**config.mk**
```make
export PLATFORM = sky130hd
export DESIGN_NAME = sub_bytes_seq
export DESIGN_NICKNAME = d
export VERILOG_FILES = /design/src/rtl/aes_pkg.sv /design/src/rtl/sbox_lane.sv /design/src/rtl/sub_bytes_seq.sv
export SDC_FILE = /design/constraint.sdc
export NUM_CORES = 2
export LEC_CHECK = 0
export CELL_PAD_IN_SITES_DETAIL_PLACEMENT = 0
export CELL_PAD_IN_SITES_GLOBAL_PLACEMENT = 1
export CORE_ASPECT_RATIO = 1.4
export CORE_UTILIZATION = 30
export DETAILED_ROUTE_END_ITERATION = 7
export PLACE_DENSITY_LB_ADDON = 0.1
export SKIP_LAST_GASP = 1
export SLEW_MARGIN = 20
export SYNTH_ARGS = -nofsm -noshare
export SYNTH_HDL_FRONTEND = slang
export SYNTH_SLANG_ARGS = --single-unit
```
**constraint.sdc**
```tcl
create_clock -name clk -period 13 [get_ports clk]
set_input_delay 1.95 -clock clk [delete_from_list [all_inputs] [get_ports clk]]
set_output_delay 1.95 -clock clk [all_outputs]
set_load 0.02 [all_outputs]
```
**src/rtl/aes_pkg.sv**
```systemverilog
`default_nettype none
// +--------------------------------------------------------------------+
// | aes_pkg : shared AES byte type, FSM encoding and S-box tables      |
// | Rev 1.0                                                            |
// +--------------------------------------------------------------------+
package aes_pkg;

   localparam int BLOCK_BYTES = 16;

   typedef logic [7:0] byte_t;

   typedef enum logic [1:0] {
      ST_IDLE = 2'd0,
      ST_BUSY = 2'd1,
      ST_DONE = 2'd2
   } state_t;

   function automatic byte_t gf_mul(input byte_t a, input byte_t b);
      byte_t p;
      byte_t aa;
      p  = 8'h00;
      aa = a;
      for (int i = 0; i < 8; i++) begin
         if (b[i]) p = p ^ aa;
         aa = {aa[6:0], 1'b0} ^ (aa[7] ? 8'h1b : 8'h00);
      end
      return p;
   endfunction

   // a^254 is the multiplicative inverse in GF(2^8), and maps 0 to 0
   function automatic byte_t gf_inv(input byte_t a);
      byte_t r;
      byte_t s;
      r = 8'h01;
      s = a;
      for (int i = 1; i < 8; i++) begin
         s = gf_mul(s, s);
         r = gf_mul(r, s);
      end
      return r;
   endfunction

   function automatic byte_t affine(input byte_t b);
      return b ^ {b[6:0], b[7]} ^ {b[5:0], b[7:6]} ^ {b[4:0], b[7:5]}
               ^ {b[3:0], b[7:4]} ^ 8'h63;
   endfunction

   function automatic logic [2047:0] gen_sbox_fwd();
      logic [2047:0] t;
      t = '0;
      for (int x = 0; x < 256; x++) begin
         t[8*x +: 8] = affine(gf_inv(8'(x)));
      end
      return t;
   endfunction

   function automatic logic [2047:0] gen_sbox_inv();
      logic [2047:0] fwd;
      logic [2047:0] t;
      byte_t         y;
      fwd = gen_sbox_fwd();
      t   = '0;
      for (int x = 0; x < 256; x++) begin
         y = fwd[8*x +: 8];
         t[{y, 3'b000} +: 8] = 8'(x);
      end
      return t;
   endfunction

   localparam logic [2047:0] SBOX_FWD_TBL = gen_sbox_fwd();
   localparam logic [2047:0] SBOX_INV_TBL = gen_sbox_inv();

endpackage
`default_nettype wire

```
**src/rtl/sbox_lane.sv**
```systemverilog
`default_nettype none
// +--------------------------------------------------------------------+
// | sbox_lane : combinational forward/inverse AES S-box byte lookup    |
// | Rev 1.0                                                            |
// +--------------------------------------------------------------------+
module sbox_lane
   import aes_pkg::*;
(
   input  byte_t in_byte,
   input  logic  inv,
   output byte_t out_byte
);

   assign out_byte = inv ? SBOX_INV_TBL[{in_byte, 3'b000} +: 8]
                         : SBOX_FWD_TBL[{in_byte, 3'b000} +: 8];

endmodule
`default_nettype wire

```
**src/rtl/sub_bytes_seq.sv**
```systemverilog
`default_nettype none
// +--------------------------------------------------------------------+
// | sub_bytes_seq : sequential AES SubBytes, LANES S-box lookups/cycle |
// | Rev 1.0                                                            |
// +--------------------------------------------------------------------+
module sub_bytes_seq
   import aes_pkg::*;
#(
   parameter int LANES       = 4,
   parameter int BLOCK_BYTES = aes_pkg::BLOCK_BYTES
) (
   input  logic                     clk,
   input  logic                     rst_n,
   input  logic                     in_valid,
   output logic                     in_ready,
   input  logic                     inv,
   input  logic [BLOCK_BYTES*8-1:0] data_in,
   output logic                     out_valid,
   input  logic                     out_ready,
   output logic [BLOCK_BYTES*8-1:0] data_out,
   output logic                     busy
);

   localparam int              CYCLES   = BLOCK_BYTES / LANES;
   localparam int              CW       = (CYCLES > 1) ? $clog2(CYCLES) : 1;
   localparam int              CHUNK_W  = LANES * 8;
   localparam int              BLOCK_W  = BLOCK_BYTES * 8;
   localparam logic [CW-1:0]   CNT_LAST = CW'(CYCLES - 1);

   if (!(LANES == 1 || LANES == 2 || LANES == 4 || LANES == 8 || LANES == 16))
   begin : g_bad_lanes
      $error("sub_bytes_seq: LANES must be 1, 2, 4, 8 or 16");
   end

   state_t              state_q, state_d;
   logic [CW-1:0]       cnt_q, cnt_d;
   logic [BLOCK_W-1:0]  src_q, src_d;
   logic [BLOCK_W-1:0]  data_out_q, data_out_d;
   logic                out_valid_q, out_valid_d;
   logic                busy_q, busy_d;
   logic                inv_q, inv_d;

   int                  chunk_base;
   logic [CHUNK_W-1:0]  chunk_src;
   logic [CHUNK_W-1:0]  chunk_sub;
   logic                accept;

   assign in_ready  = (state_q == ST_IDLE) || ((state_q == ST_DONE) && out_ready);
   assign accept    = in_valid && in_ready;
   assign data_out  = data_out_q;
   assign out_valid = out_valid_q;
   assign busy      = busy_q;

   always_comb begin
      chunk_base = int'(cnt_q) * CHUNK_W;
      chunk_src  = src_q[chunk_base +: CHUNK_W];
   end

   for (genvar j = 0; j < LANES; j++) begin : g_lane
      sbox_lane u_sbox (
         .in_byte  (chunk_src[8*j +: 8]),
         .inv      (inv_q),
         .out_byte (chunk_sub[8*j +: 8])
      );
   end

   always_comb begin
      state_d     = state_q;
      cnt_d       = cnt_q;
      src_d       = src_q;
      data_out_d  = data_out_q;
      out_valid_d = out_valid_q;
      inv_d       = inv_q;
      case (state_q)
         ST_IDLE, ST_DONE: begin
            if (state_q == ST_DONE && out_ready) begin
               out_valid_d = 1'b0;
               state_d     = ST_IDLE;
            end
            // DONE with out_ready overlaps hand-off and the next accept
            if (accept) begin
               src_d       = data_in;
               inv_d       = inv;
               data_out_d  = '0;
               cnt_d       = '0;
               out_valid_d = 1'b0;
               state_d     = ST_BUSY;
            end
         end
         ST_BUSY: begin
            data_out_d[chunk_base +: CHUNK_W] = chunk_sub;
            if (cnt_q == CNT_LAST) begin
               out_valid_d = 1'b1;
               state_d     = ST_DONE;
            end else begin
               cnt_d = cnt_q + CW'(1);
            end
         end
         default: state_d = ST_IDLE;
      endcase
      busy_d = (state_d != ST_IDLE);
   end

   always_ff @(posedge clk or negedge rst_n) begin
      if (!rst_n) begin
         state_q     <= ST_IDLE;
         cnt_q       <= '0;
         src_q       <= '0;
         data_out_q  <= '0;
         out_valid_q <= 1'b0;
         busy_q      <= 1'b0;
         inv_q       <= 1'b0;
      end else begin
         state_q     <= state_d;
         cnt_q       <= cnt_d;
         src_q       <= src_d;
         data_out_q  <= data_out_d;
         out_valid_q <= out_valid_d;
         busy_q      <= busy_d;
         inv_q       <= inv_d;
      end
   end

endmodule
`default_nettype wire
```
==> impl_metrics.py <==
metrics = {
    "global_routing": {
        "grt_usage_pct": 44.3,
        "grt_pass1_wl_mm": 380,
        "grt_max_degree": 126,
        "grt_overflow": 0,
        "grt_pass1_vias": 44700,
        "antenna_found_initial": 25,
    },
    "sta": {
        "fmax_mhz": 155,
        "finalSetupViolations": 0,
        "worst_pin_slew_ns": 1.30,
        "maxSlewHeadroom_pct": 12.9,
        "rsz0062_at_grt": "no",
        "min_period_over_period_pct": 49.7,
        "skew_ns": 0.0572,
        "min_period_ns": 6.46,
        "finalMaxSlewViolations": 0,
        "tns_ns": 0,
        "final-hold-violation-count": 0,
    },
    "setup_path": {
        "cpPeakStageDelay_ns": 1.02,
        "crit_path_top_delay_cell": "nor2b_1",
        "arrival_ns": 6.94,
        "crit_family": "buffers and inverters",
        "crit_fanout": 61,
        "path_class": "flip-flop to flip-flop",
        "crit_chain": "buf_4 -> inv_2 -> mux2_2 -> inv_4 -> buf_4 -> nor2b_1 -> nor2_1 -> a2111oi_0 -> o21ai_0 -> a31oi_1 -> a22oi_1 -> o21ai_0",
        "start_kind": "flip-flop",
        "critPathCaptureType": "flip-flop",
        "cp_num_buf_inv": 4,
        "required_ns": 13.48,
    },
    "finish": {
        "final_common_cell": "nand2_1",
        "nets": 4882,
        "drive_gt1_share_pct": 11.6,
        "layout_common_cells": "nand2_1, a21oi_1, o21ai_0, nor2_1, clkdlybuf4s50_1",
        "syn2layout_area_growth_pct": 12.8,
    },
    "synth": {
        "ys_ff_latch": 263,
        "synth_edf_count": 0,
        "synth_top_family_by_area": "compound AO/OA/AOI/OAI gates",
        "synthMuxAreaShare_pct": 9.89,
        "synth_ff_type": "dfrtp_1",
        "synthArstFlopShare_pct": 100,
        "synth_cells": 4764,
        "synth-compound-area-share_pct": 38.9,
        "ys_warn_count": 0,
        "synth_xor_area_share_pct": 0.513,
        "synth.distinct_cells": 107,
        "synthAdderAreaFrac_pct": 3.54,
        "syn-num-nets": 4997,
        "syn_area_per_cell_um2": 7.53,
        "seq_area_frac_synth_pct": 18.3,
        "synth_simple_gate_area_share_pct": 20.4,
        "syn_area_mm2": 0.0359,
    },
    "cts": {
        "cts_hold_buf": 0,
        "cts.sinks": 263,
        "cts_resized": 0,
        "path_clk_slew_ns": 0.06,
        "cts_setup_buffers": 0,
        "cts_tree": "done",
        "h-tree-depth": 2,
        "clk_path_buf_depth": 3,
        "cts-root-buf": "clkbuf_16",
        "clk_latency_ns": 0.62,
        "cts_buffers": 34,
    },
    "die": {
        "ios": 264,
        "coreArea_mm2": 0.118,
        "die_h_um": 411,
        "die_x_um": 294,
        "num_rows": 149,
        "dieArea_mm2": 0.121,
        "start_util_pct": 30.3,
    },
    "route": {
        "post_drt_wl_per_cell_um": 44.3,
        "routed_wl_mm": 278,
        "drc": 7,
        "first_pass_iters": 8,
        "routed_via_density": 7.57,
        "route.vias.total": 47500,
        "drt_iter0_drc": 8984,
        "ant_nets": 0,
    },
    "min_path": {
        "hp-class": "flip-flop to flip-flop",
    },
    "run_status": {
        "status": "finished, violations left",
        "failed_checks": "design-rule violations",
    },
    "placement": {
        "dp_hpwl_mm": 190,
        "numPortBuffers": 263,
        "gp_congestion": 1.07,
    },
    "job": {
        "max_cap_violations": 0,
    },
}
==> synth_stat cells (all sizes together), types with 25 or more instances <==
cell type	instances	share of area [%]
a221oi	68	1.7
dfrtp	263	18
and3	25	0.44
o31ai	49	1.1
a311o	35	0.98
nor4	28	0.49
nand2	383	4.0
o221ai	48	1.2
ha	100	3.5
mux2	161	5.1
nand2b	122	2.1
a21oi	383	5.4
o21ai	355	5.0
a32oi	39	0.95
o211ai	93	1.9
mux2i	94	2.6
a2111oi	39	1.0
a21o	31	0.65
o22ai	63	1.1
a22o	87	2.1
nor3	141	2.0
or2	39	0.68
mux4	35	2.2
nor3b	25	0.57
inv	45	0.48
o32ai	48	1.3
a211oi	113	2.4
clkbuf	287	3.0
buf	300	5.0
or3	31	0.54
a31oi	105	1.8
nor2	293	3.1
o311ai	62	1.5
nand3	206	2.9
nor2b	49	0.88
and2	68	1.2
o21a	25	0.52
nand4	37	0.66
a311oi	88	2.2
o2111ai	38	0.93
==> per-stage QoR <==
stage	util (%)	cells	worst slack [ns]	instance area, µm²	hold slack (ns)
final	34.2	6274	6.54	40500	0.482
after global routing	34.2	6264	6.49	40400	0.512
after CTS	34.1	6257	6.86	40400	0.487
after detailed placement	33.1	6196	6.97	39100	0.472
after global placement	33.1	6195	6.76	39100	0.462
after floorplan	-	4764	8.12	35900	0.465
==> final cells by class <==
cell class | count | area [µm²]
repair buffers | 436 | 3970
well taps | 1585 | 1980
multi-input cells | 3868 | 26500
inverters | 46 | 185
clock buffers | 47 | 991
diodes | 15 | 37.5
fillers | 12900 | 77700
flip-flops and latches | 263 | 6590
clock inverters | 14 | 238
==> sequential cells by signal (all words and copies together), names as in the netlist <==
| register | flops |
|---|---|
| state_q | 2 |
| data_out | 128 |
| busy | 1 |
| inv_q | 1 |
| out_valid | 1 |
| cnt_q | 2 |
| src_q | 128 |
==> path summary, 6_finish.rpt <==
check / slack, ns / end / start / cells past startpoint
worst max-delay path: 6.54 / data_out[114] / cnt_q[0] / 12
worst min-delay path: 0.48 / data_out[74] / data_out[74] / 2
worst max register to register: 6.54 / data_out[114] / cnt_q[0] / 12
worst min register to register: 0.48 / data_out[74] / data_out[74] / 2
max in group asynchronous: 9.30 / cnt_q[0] / rst_n / 3
min in group asynchronous: 1.43 / data_out[74] / rst_n / 1
==> kinds of logic (layout without fill, tap and decap cells) <==
group | after synthesis | in the layout
flip-flops | 263 | 263
adder cells (fa/ha/maj) | 102 | 102
AND/OR/NAND/NOR | 1482 | 1482
AO/OA/AOI/OAI | 1973 | 1973
multiplexers | 290 | 290
XOR/XNOR | 21 | 21
other | 0 | 15
buffers and inverters | 633 | 543
==> worst reg2reg max path: cells and delay by family, from the launching register on <==
kind,cells,cell delay (ns)
flops,1,0.66
compound gates,5,1.65
buf+inv,4,1.91
mux,1,0.46
simple gates,2,1.66
==> layer usage <==
layer | track usage (%) | vias to the layer above | part of all wire (%)
li1 | - | 18400 | -
met1 | 51.0 | 23200 | 35
met2 | 67.6 | 4426 | 43
met3 | 13.3 | 1477 | 12
met4 | 36.6 | 16 | 11
met5 | 0 | - | 0.034
Power is not shown: default switching activity piles up to over one toggle a cycle in this logic, so the estimate is an artifact.
